<file path="src/rtl/hdmi_pkg.sv">
// Shared types for the HDMI data-island packet scheduler.
// Packet header HB0 codes and IEC60958 block length default.
package hdmi_pkg;

  typedef enum logic [7:0] {
    PKT_NULL     = 8'h00,
    PKT_ACR      = 8'h01,
    PKT_AUDIO    = 8'h02,
    PKT_AVI      = 8'h82,
    PKT_SPD      = 8'h83,
    PKT_AUDIO_IF = 8'h84
  } packet_type_t;

  localparam int IEC_FRAME_LEN_DEFAULT = 192;

endpackage

</file>
<file path="src/rtl/hdmi_iec_frame_counter.sv">
// IEC60958 frame counter, modulo LEN, advanced by n per audio packet.
// Ports: clk_pixel, reset, advance, n -> cnt, b_flags (bit k: cnt+k hits block start).
module hdmi_iec_frame_counter
  import hdmi_pkg::*;
#(
  parameter int LEN = IEC_FRAME_LEN_DEFAULT,
  parameter int CW  = $clog2(LEN)
) (
  input  logic          clk_pixel,
  input  logic          reset,
  input  logic          advance,
  input  logic [2:0]    n,
  output logic [CW-1:0] cnt,
  output logic [3:0]    b_flags
);

  int sum;
  logic [CW-1:0] nxt;

  // cnt < LEN and k < 4, so (cnt+k) % LEN == 0
  // only when cnt+k is 0 or exactly LEN.
  always_comb begin
    b_flags = 4'b0000;
    for (int k = 0; k < 4; k++) begin
      b_flags[k] = ((int'(cnt) + k) == 0) ||
                   ((int'(cnt) + k) == LEN);
    end
  end

  always_comb begin
    sum = int'(cnt) + int'(n);
    if (sum >= LEN) sum = sum - LEN;
    nxt = CW'(sum);
  end

  always_ff @(posedge clk_pixel or posedge reset) begin
    if (reset) begin
      cnt <= '0;
    end else if (advance) begin
      cnt <= nxt;
    end
  end

endmodule

</file>
<file path="src/rtl/hdmi_packet_scheduler.sv">
// Per-slot HDMI data-island packet scheduler: ACR > audio > InfoFrames > NULL.
// Ports: clk_pixel, reset, packet_slot, frame_start, acr_request, audio_count -> audio_pop(_n), packet_type, sample_present, sample_b, slot_valid.
module hdmi_packet_scheduler
  import hdmi_pkg::*;
#(
  parameter int         MAX_SAMPLES   = 4,
  parameter int         IEC_FRAME_LEN = IEC_FRAME_LEN_DEFAULT,
  parameter logic [2:0] INFOFRAME_EN  = 3'b111
) (
  input  logic       clk_pixel,
  input  logic       reset,
  input  logic       packet_slot,
  input  logic       frame_start,
  input  logic       acr_request,
  input  logic [2:0] audio_count,
  output logic       audio_pop,
  output logic [2:0] audio_pop_n,
  output logic [7:0] packet_type,
  output logic [3:0] sample_present,
  output logic [3:0] sample_b,
  output logic       slot_valid
);

  localparam int CW = $clog2(IEC_FRAME_LEN);

  logic          acr_pend;
  logic [2:0]    if_pend;
  logic          acr_eff;
  logic [2:0]    if_eff;
  logic [2:0]    n;
  logic [3:0]    present;
  logic [3:0]    b_all;
  logic [CW-1:0] iec_cnt;
  logic          grant_audio;
  logic          acr_clr;
  logic [2:0]    if_clr;
  packet_type_t  sel;

  hdmi_iec_frame_counter #(
    .LEN (IEC_FRAME_LEN),
    .CW  (CW)
  ) u_iec (
    .clk_pixel (clk_pixel),
    .reset     (reset),
    .advance   (packet_slot & grant_audio),
    .n         (n),
    .cnt       (iec_cnt),
    .b_flags   (b_all)
  );

  // Same-cycle requests fold into the pending view so the
  // coincident slot can grant them.
  always_comb begin
    acr_eff = acr_pend | acr_request;
    if_eff  = if_pend | (frame_start ? INFOFRAME_EN : 3'b000);
    n = (audio_count > 3'(MAX_SAMPLES)) ?
        3'(MAX_SAMPLES) : audio_count;
    present = 4'((5'd1 << n) - 5'd1);
    sel = PKT_NULL;
    grant_audio = 1'b0;
    acr_clr = 1'b0;
    if_clr = 3'b000;
    priority case (1'b1)
      acr_eff: begin
        sel = PKT_ACR;
        acr_clr = 1'b1;
      end
      (audio_count != 3'd0): begin
        sel = PKT_AUDIO;
        grant_audio = 1'b1;
      end
      if_eff[0]: begin
        sel = PKT_AVI;
        if_clr = 3'b001;
      end
      if_eff[1]: begin
        sel = PKT_AUDIO_IF;
        if_clr = 3'b010;
      end
      if_eff[2]: begin
        sel = PKT_SPD;
        if_clr = 3'b100;
      end
      default: sel = PKT_NULL;
    endcase
  end

  always_ff @(posedge clk_pixel or posedge reset) begin
    if (reset) begin
      acr_pend       <= 1'b0;
      if_pend        <= 3'b000;
      slot_valid     <= 1'b0;
      audio_pop      <= 1'b0;
      audio_pop_n    <= 3'd0;
      packet_type    <= 8'h00;
      sample_present <= 4'd0;
      sample_b       <= 4'd0;
    end else begin
      slot_valid <= packet_slot;
      audio_pop  <= packet_slot & grant_audio;
      acr_pend   <= acr_eff & ~(packet_slot & acr_clr);
      if_pend    <= if_eff & ~(packet_slot ? if_clr : 3'b000);
      if (packet_slot) begin
        packet_type <= sel;
        if (grant_audio) begin
          audio_pop_n    <= n;
          sample_present <= present;
          sample_b       <= present & b_all;
        end else begin
          audio_pop_n    <= 3'd0;
          sample_present <= 4'd0;
          sample_b       <= 4'd0;
        end
      end
    end
  end

endmodule

</file>
<file path="config.mk">
export PLATFORM = sky130hd
export DESIGN_NAME = hdmi_packet_scheduler
export DESIGN_NICKNAME = d
export VERILOG_FILES = /design/src/rtl/hdmi_pkg.sv /design/src/rtl/hdmi_iec_frame_counter.sv /design/src/rtl/hdmi_packet_scheduler.sv
export SDC_FILE = /design/constraint.sdc
export NUM_CORES = 1
export LEC_CHECK = 0
export BUFFER_PORTS_ARGS = -buffer_cell sky130_fd_sc_hd__buf_2
export CORE_ASPECT_RATIO = 0.9
export CORE_MARGIN = 2
export CORE_UTILIZATION = 50
export DETAILED_ROUTE_END_ITERATION = 8
export PLACE_DENSITY_LB_ADDON = 0.12
export SYNTH_ARGS = -nofsm -noshare
export SYNTH_HDL_FRONTEND = slang
export SYNTH_SLANG_ARGS = --single-unit
</file>
<file path="constraint.sdc">
create_clock -name clk_pixel -period 3.3 [get_ports clk_pixel]
set_clock_uncertainty 0.15 [all_clocks]
set_input_delay 0.495 -clock clk_pixel [delete_from_list [all_inputs] [get_ports clk_pixel]]
set_output_delay 0.495 -clock clk_pixel [all_outputs]
set_load 0.02 [all_outputs]
</file>
### After elaboration in Yosys (flattened, before gate mapping)

Cells that the tools add are included.

* register bits after elaboration: 33
* input bits: 8
* output and inout bits: 21
* logic and storage cells: 60

* add/sub/neg operators: 6
* order comparisons: 2
* equality and inequality tests: 4
* shift-type cells: 1
* muxes and demuxes: 20
* bitwise logic cells: 9
* reductions and logical operators: 9

Operators by type and width (count)
* zero test 32 bit: 4
* equality test 32 x 9 -> 1 bit (second input constant): 3
* two-way mux 8 bit: 6
* two-way mux 3 bit: 9
* adder 8 x 2 -> 9 bit (second input constant): 2
* adder 8 x 1 -> 9 bit (second input constant): 1
* adder 8 x 3 -> 9 bit: 1
* >= comparator 9 x 8 -> 1 bit (second input constant): 1
* equality test 8 x 7 -> 1 bit (second input constant): 1
* two-way mux 4 bit: 2
* subtractor 8 x 7 -> 8 bit (second input constant): 1
* bitwise AND 4 bit: 1
* logical OR 1 bit: 4
* left shift 1 x 3 -> 4 bit (first input constant): 1
* subtractor 4 x 1 -> 4 bit (second input constant): 1
* bitwise AND 1 bit: 3
* bitwise AND 3 bit: 1
* > comparator 3 bit (second input constant): 1
* two-way mux 1 bit: 3
* inverter 3 bit: 1
* OR 3 bit: 1
* nonzero test 3 bit: 1
* inverter 1 bit: 1
* OR 1 bit: 1

### Logic depth before layout (Yosys ltp)

Gate-level depths: netlist (run 1).

* word-level depth: 10
* gate-level depth with buffers: 12
* gate-level depth less buffers: 12

### By module

From an unflattened synthesis (run 1), not the netlist that was laid out.

* cells, all modules: 175
* area, all modules: 1689.1 um^2

Modules (own cells, without submodules)
* hdmi_packet_scheduler: instances 1, cells each 73, area each 872.1 um^2, sequential area each 525.5 um^2
* hdmi_iec_frame_counter: instances 1, cells each 102, area each 817.0 um^2, sequential area each 200.2 um^2

### Worst setup path before layout (run 1)

Ideal clock, no wire load.

* kind: input-to-reg
* start: input audio_count[0]
* end: register u_iec.cnt[6]
* setup time: 0.131 ns
* data arrival time: 2.939 ns
* required time: 3.019 ns
* path slack: 0.080 ns
* cell stages on the path: 12
* buffers on the path: 0
* cells stage by stage: nor2b_1 -> ha_1 -> fa_1 -> a21oi_1 -> nor2_1 -> xor2_1 -> ha_1 -> nor3b_1 -> and2_1 -> a31oi_4 -> o211a_1 -> or3_1

* longest elaborated chain between the ends: 5
* elaborated cells between the ends (all ways): 10
* those cells by class: 2 x add/sub; 2 x order compare; 4 x mux; 1 x bitwise; 1 x reduce/logical

RTL lines
* from (decl): line hdmi_packet_scheduler.sv:15 `input logic [2:0] audio_count,`
* > comparator 3 bit: line hdmi_packet_scheduler.sv:56 `n = (audio_count > 3'(MAX_SAMPLES)) ?`
* two-way mux 3 bit: line hdmi_packet_scheduler.sv:56
* adder 8 x 3 -> 9 bit: line hdmi_iec_frame_counter.sv:31 `sum = int'(cnt) + int'(n);`
* subtractor 8 x 7 -> 8 bit or >= comparator 9 x 8 -> 1 bit (tied branches): line hdmi_iec_frame_counter.sv:32 `if (sum >= LEN) sum = sum - LEN;`
* two-way mux 8 bit: line hdmi_iec_frame_counter.sv:32
* to (signal assigned): line hdmi_iec_frame_counter.sv:40 `cnt <= nxt;`
* to (decl): line hdmi_iec_frame_counter.sv:13 `output logic [CW-1:0] cnt,`

Parallel ways exist; a longest one is shown, timed or not.
A chain may end at the register's enable or synchronous reset.

### Worst setup path after layout (run 1)

* start: register u_iec.cnt[0]
* end: register u_iec.cnt[6]

* longest elaborated chain between the ends: 3
* elaborated cells between the ends (all ways): 4
* those cells by class: 2 x add/sub; 1 x order compare; 1 x mux

RTL lines (line)
* adder 8 x 3 -> 9 bit *: hdmi_iec_frame_counter.sv:31
* subtractor 8 x 7 -> 8 bit or >= comparator 9 x 8 -> 1 bit (tied branches): hdmi_iec_frame_counter.sv:32
* two-way mux 8 bit *: hdmi_iec_frame_counter.sv:32

Mark *: on every way between the ends. The rest lies on a longest branch, timed or not.

==> results of run 1 <==
==> registers in the layout, summed over array words and instances, names as in the netlist <==
| signal | count |
|---|---|
| sample_b | 4 |
| acr_pend | 1 |
| sample_present | 3 |
| u_iec.cnt | 8 |
| slot_valid | 1 |
| audio_pop | 1 |
| packet_type | 4 |
| if_pend | 3 |
| audio_pop_n | 3 |
==> Yosys cell counts (2+ instances only) <==
cell type                   instances
sky130_fd_sc_hd__a211o_1            2
sky130_fd_sc_hd__a21o_1             3
sky130_fd_sc_hd__a21oi_1           12
sky130_fd_sc_hd__a22o_1             3
sky130_fd_sc_hd__a32o_1             3
sky130_fd_sc_hd__buf_4              5
sky130_fd_sc_hd__clkbuf_1           4
sky130_fd_sc_hd__dfrtp_1           28
sky130_fd_sc_hd__ha_1               6
sky130_fd_sc_hd__inv_1              5
sky130_fd_sc_hd__nand2_1           14
sky130_fd_sc_hd__nand2b_1           4
sky130_fd_sc_hd__nand3_1            6
sky130_fd_sc_hd__nand3b_1           2
sky130_fd_sc_hd__nor2_1            13
sky130_fd_sc_hd__nor2b_1            4
sky130_fd_sc_hd__nor3_1             3
sky130_fd_sc_hd__nor4_1             2
sky130_fd_sc_hd__nor4b_1            2
sky130_fd_sc_hd__o21ai_0           11
sky130_fd_sc_hd__o2bb2ai_1          3
sky130_fd_sc_hd__or3_1              2
sky130_fd_sc_hd__xnor2_1            4
sky130_fd_sc_hd__xor2_1             3
==> layer usage <==
metal / track usage / wire (um)
met2: 0.351 / 1740
met3: 0.0342 / 132
met4: 0.0625 / 48
met5: 0 / 0
met1: 0.296 / 1760
==> final cells by class <==
class	instances	area (sq um)
clock buffers	3	41.3
well taps	44	55.1
flip-flops and latches	28	701
fillers	299	1360
multi-input cells	134	941
repair buffers	35	203
inverters	7	26.3
==> critical path, delay by kind of cell, from the launching register on <==
kind,cells,cell delay [ps]
fa+ha+maj,3,850
simple gates,4,790
flops,1,460
compound gates,3,440
xor+xnor,1,150
==> through the flow <==
stage / instances / hold slack (ps)
floorplan: 180 / 366
global placement: 248 / 308
detailed placement: 248 / 316
CTS: 251 / 261
global route: 251 / 262
finish: 251 / 270
==> power by group through the flow <==
stage	Sequential (uW)	Clock, uW	Combinational (uW)
2_1_floorplan	452	0	330
3_3_place_gp	442	0	480
3_5_place_dp	445	0	489
4_1_cts	438	189	492
5_1_grt	451	199	547
6_report	440	179	499
==> cells by family after synthesis <==
kind of cell               after synthesis  synth area share
and+or+nand+nor                         63             0.210
xor gates and xnor gates                 7            0.0357
adders and majority gates                7            0.0554
buffers and inverters                   18            0.0553
other                                    1           0.00218
DFF                                     28             0.408
AOI/OAI and AO/OA                       52             0.228
muxes                                    1           0.00583
==> final timing paths <==
| check | startpoint | to | cells past startpoint | slack (ps) |
|---|---|---|---|---|
| max | u_iec.cnt[0] | u_iec.cnt[6] | 11 | 330 |
| max reg2reg | u_iec.cnt[0] | u_iec.cnt[6] | 11 | 330 |
| min in group asynchronous | reset | u_iec.cnt[2] | 2 | 320 |
| min | packet_slot | slot_valid | 1 | 270 |
| min reg2reg | sample_present[0] | sample_present[0] | 1 | 330 |
| max in group asynchronous | reset | audio_pop_n[2] | 2 | 2050 |
==> run_results.csv, run 1 <==
group,metric,value,unit
setup_path,critical_path.endpoint_type,"flip-flop",
cts,clock_sinks,28,
synthesis,post_synth_num_cell_types,57,
synthesis,postSynth.asyncResetShare,1.00,
global_routing,grt_residual_overflow,0,
cts,clkSlewWorstSetupHoldPaths,90,ps
floorplan,die_height,59.6,um
sta,total_setup_violations_reported_at_the_end_of_the_flow,0,
finish,area_delta_synth_final,14.5,%
cts,post_cts_resized,0,
power_and_ir_drop,p_per_area,568,nW/um^2
power_and_ir_drop,max-vdd-ir-drop,0.365,mV
finish,mostFrequentLayoutCell,"sky130_fd_sc_hd__dfrtp_1",
cts,tritoncts,"built",
worst_hold_path,hold_crit_path_type,"in -> reg",
global_routing,via_count_of_the_first_global_routing_pass,1352,
synthesis,synth_area_leaders,"sky130_fd_sc_hd__dfrtp_1 (41%), sky130_fd_sc_hd__ha_1 (4.4%), sky130_fd_sc_hd__a21oi_1 (3.5%)",
power_and_ir_drop,sequential_group_share_of_total_power,0.393,
synthesis,synth-seq-cells,28,
setup_path,cp_peak_stage_delay,460,ps
setup_path,crit_path_max_fanout,6,
routing,vias,1415,
placement,preCtsSetupSlack,-27.7,ps
routing,post_drt_via_cell_ratio,5.64,
synthesis,post-synth-top-area-fraction,0.408,
global_routing,largest_net_degree_at_the_start_of_global_routing,29,
sta,setup_tns,0,ps
routing,ant_nets,0,
routing,wl_per_cell,14.6,um
finish,fin_nets,224,
status,run_status,"completed",
placement,gp_congestion,0.885,
placement,buffer_ports.inserted,24,
floorplan,num_rows,20,
finish,utilization,0.591,
sta,rsz0062_at_grt,"no",
sta,timing_worst_slew_pin_value,1050,ps
sta,final_max_slew_viol_count,0,
cts,cts_hold_buf,0,
floorplan,fp.dieArea,3920,sq um
cts,clock-root-buffer,"sky130_fd_sc_hd__clkbuf_8",
flow_run,maxCapViolCount,0,
finish,stdcell_area,1970,sq um
power_and_ir_drop,p_leak,0.000869,uW
routing,drt_iter0_markers,61,
cts,cts_bufs_inserted,3,
setup_path,crit_path_top_delay_cell,"sky130_fd_sc_hd__dfrtp_1",
placement,hpwlAfterDp,2.80,mm
synthesis,synth.cell_area,1720,sq um
global_routing,global_route_wire_length_before_repair,6.37,mm
floorplan,die_width,65.8,um
cts,cts.repair_timing.setup_buffer_count,0,
power_and_ir_drop,netSwitchingPower,441,uW
setup_path,worstPathCellList,"ha_1 > fa_1 > a21oi_1 > nor2_1 > xor2_1 > ha_1 > nor3b_2 > and2_1 > a31oi_4 > a21oi_1 > or3_1",
power_and_ir_drop,power.switching_fraction,0.394,
global_routing,grt_usage,0.215,
synthesis,yosys_warnings,0,
power_and_ir_drop,cellInternalPower,677,uW
synthesis,fraction_of_the_yosys_area_taken_by_sequential_cells,0.408,
sta,max_clock_freq,0.337,GHz
sta,fin_ws,332,ps
floorplan,core-area,3330,sq um
synthesis,avgSynthCellArea,9.71,sq um
power_and_ir_drop,pwr-share-clk,0.160,
global_routing,antenna_found_initial,0,
cts,clock_latency,270,ps
cts,cts_max_level,1,
setup_path,crit_arrival,2970,ps
synthesis,number_of_flops_mapped_to_enable_cells_by_yosys,0,
setup_path,crit_path_start_kind,"flip-flop",
power_and_ir_drop,post_layout_power,1120,uW
synthesis,cell_count_after_synthesis,177,
placement,post_dp_cell_area,1920,sq um
finish,layout-drive-gt1-share,0.242,
sta,timing.max_slew.rel_slack,0.299,
synthesis,most_area_hungry_cell_type_in_the_yosys_netlist,"sky130_fd_sc_hd__dfrtp_1",
sta,final_hold_viol_count,0,
setup_path,worst_ep_required_time,3310,ps
floorplan,io_pins,29,
floorplan,floorplan.initialDensity,0.516,
routing,firstDrtPassIters,4,
routing,post-route-drc-count,0,
synthesis,yosys_most_used_dff,"sky130_fd_sc_hd__dfrtp_1",
finish,final_cell_mix,"sky130_fd_sc_hd__dfrtp_1 (28), sky130_fd_sc_hd__buf_2 (24), sky130_fd_sc_hd__nand2_1 (14)",
routing,totalWireLength,3.68,mm
power_and_ir_drop,comb_power_share,0.447,
sta,finalWorstPathRequiredPeriod,2970,ps
setup_path,timing.setup.critical_path_class,"reg -> reg",
finish,n_antenna_cell,0,
cts,clockBufferDepth,2,
sta,period_utilisation_layout,0.899,
(Power assumes the default switching activity.)
==> run 2, diff against run 1 <==
--- a/config.mk
+++ b/config.mk
@@ -8,7 +8,8 @@
 export BUFFER_PORTS_ARGS = -buffer_cell sky130_fd_sc_hd__buf_2
 export CORE_ASPECT_RATIO = 0.9
 export CORE_MARGIN = 2
-export CORE_UTILIZATION = 50
+export CORE_UTILIZATION = 52
+export CTS_BUF_LIST = sky130_fd_sc_hd__clkbuf_4
 export DETAILED_ROUTE_END_ITERATION = 8
 export PLACE_DENSITY_LB_ADDON = 0.12
 export SYNTH_ARGS = -nofsm -noshare
==> run_results.csv, run 2 (synthesis gave the netlist of run 1 again) <==
group,metric,value,unit
status,run_status,"completed",
finish,layout-drive-gt1-share,0.233,
finish,fin_nets,223,
cts,cts_max_level,1,
sta,timing_worst_slew_pin_value,1030,ps
routing,drt_iter0_markers,73,
power_and_ir_drop,p_per_area,547,nW/um^2
finish,layout_top_registers,"u_iec.cnt: 8 flops, packet_type: 4 flops, sample_b: 4 flops",
routing,wl_per_cell,14.3,um
sta,finalWorstPathRequiredPeriod,3040,ps
sta,setup_tns,0,ps
sta,total_setup_violations_reported_at_the_end_of_the_flow,0,
finish,regMostFlops,"u_iec.cnt",
placement,buffer_ports.inserted,24,
cts,clkSlewWorstSetupHoldPaths,130,ps
routing,post_drt_via_cell_ratio,5.78,
cts,cts_bufs_inserted,3,
placement,post_dp_cell_area,1910,sq um
global_routing,global_route_wire_length_before_repair,6.09,mm
sta,period_utilisation_layout,0.921,
cts,clockBufferDepth,2,
setup_path,crit_path_top_delay_cell,"sky130_fd_sc_hd__dfrtp_1",
setup_path,path_buf_inv,0,
floorplan,num_rows,19,
sta,final_max_slew_viol_count,0,
setup_path,cp_peak_stage_delay,470,ps
finish,mostFrequentLayoutCell,"sky130_fd_sc_hd__dfrtp_1",
finish,largest_register_ff_count,8,
finish,multi_input_area,936,sq um
setup_path,worst_ep_required_time,3380,ps
floorplan,io_pins,29,
placement,hpwlAfterDp,2.69,mm
global_routing,antenna_found_initial,0,
setup_path,crit_path_start_kind,"flip-flop",
placement,gp_congestion,0.871,
routing,post-route-drc-count,0,
finish,fillerInstances,280,
setup_path,critical_path.endpoint_type,"flip-flop",
setup_path,crit_path_max_fanout,6,
setup_path,critPathTopFamily,"simple AND/OR/NAND/NOR gates",
finish,n_antenna_cell,0,
routing,totalWireLength,3.54,mm
finish,stdcell_area,1930,sq um
floorplan,die_width,64.6,um
sta,max_clock_freq,0.329,GHz
finish,area_delta_synth_final,12.5,%
power_and_ir_drop,max-vdd-ir-drop,0.391,mV
setup_path,crit_arrival,3120,ps
global_routing,grt_usage,0.206,
floorplan,floorplan.initialDensity,0.552,
power_and_ir_drop,p_leak,0.000855,uW
routing,ant_nets,0,
finish,area.sequential,701,sq um
routing,vias,1433,
cts,clock_latency,330,ps
routing,firstDrtPassIters,4,
global_routing,largest_net_degree_at_the_start_of_global_routing,29,
cts,clock-root-buffer,"sky130_fd_sc_hd__clkbuf_4",
setup_path,worstPathCellList,"ha_1 > fa_1 > a21oi_1 > nor2_1 > xor2_1 > ha_1 > nor3b_1 > and2_1 > a31oi_4 > o211a_1 > or3_1",
global_routing,grt_residual_overflow,0,
setup_path,timing.setup.critical_path_class,"reg -> reg",
sta,rsz0062_at_grt,"no",
worst_hold_path,hold_crit_path_type,"in -> reg",
cts,tritoncts,"built",
finish,final_cell_mix,"sky130_fd_sc_hd__dfrtp_1 (28), sky130_fd_sc_hd__buf_2 (24), sky130_fd_sc_hd__nand2_1 (14)",
setup_path,critPathMostFrequentCell,"sky130_fd_sc_hd__ha_1",
cts,clock_sinks,28,
floorplan,core-area,3110,sq um
floorplan,die_height,58.5,um
global_routing,via_count_of_the_first_global_routing_pass,1319,
sta,final_hold_viol_count,0,
sta,timing.max_slew.rel_slack,0.311,
flow_run,maxCapViolCount,0,
floorplan,fp.dieArea,3780,sq um
==> run 2: metrics by stage <==
step | setup WS, ps | util | hold slack, ps | power, uW | instances
floorplan | 79.7 | - | 366 | 782 | 180
global route | 14.7 | 0.621 | 184 | 1130 | 248
detailed placement | 25.9 | 0.613 | 322 | 919 | 245
finish | 262 | 0.621 | 199 | 1060 | 248
CTS | 222 | 0.620 | 179 | 1060 | 248
global placement | 33.4 | 0.613 | 308 | 910 | 245
==> run 2: routing by layer <==
| metal | up-vias | track usage | wire length, um |
|---|---|---|---|
| met5 | - | 0 | 0 |
| met4 | 0 | 0.0365 | 29 |
| met3 | 4 | 0.0402 | 138 |
| met2 | 34 | 0.345 | 1640 |
| met1 | 693 | 0.286 | 1730 |
| li1 | 702 | - | - |
==> run 2: report_power, final <==
| part | switching (uW) | internal, uW |
|---|---|---|
| logic | 284 | 199 |
| registers | 51.8 | 386 |
| clock network | 94.1 | 43.0 |
==> run 2: final timing paths <==
check	slack, ps	from	to	depth (start not counted)
setup / recovery	260	u_iec.cnt[0]	u_iec.cnt[6]	11
hold / removal	200	packet_slot	slot_valid	1
setup reg to reg	260	u_iec.cnt[0]	u_iec.cnt[6]	11
hold reg to reg	350	sample_present[0]	sample_present[0]	1
max in group asynchronous	2140	reset	u_iec.cnt[1]	2
min in group asynchronous	240	reset	u_iec.cnt[6]	2
==> run 2: layout make-up <==
cell class / count / area share
flip-flops and latches: 28 / 0.362
clock buffers: 3 / 0.0117
well taps: 42 / 0.0272
repair buffers: 34 / 0.101
multi-input cells: 134 / 0.484
inverters: 7 / 0.0136
==> run 2: repair_timing <==
item | 4_1_cts | 5_1_grt
hold buffers | 0 | 0
setup buffers | 0 | 0
hold endpoints to repair | 0 | 0
setup endpoints to repair | 0 | 1
resized for setup | 0 | 1
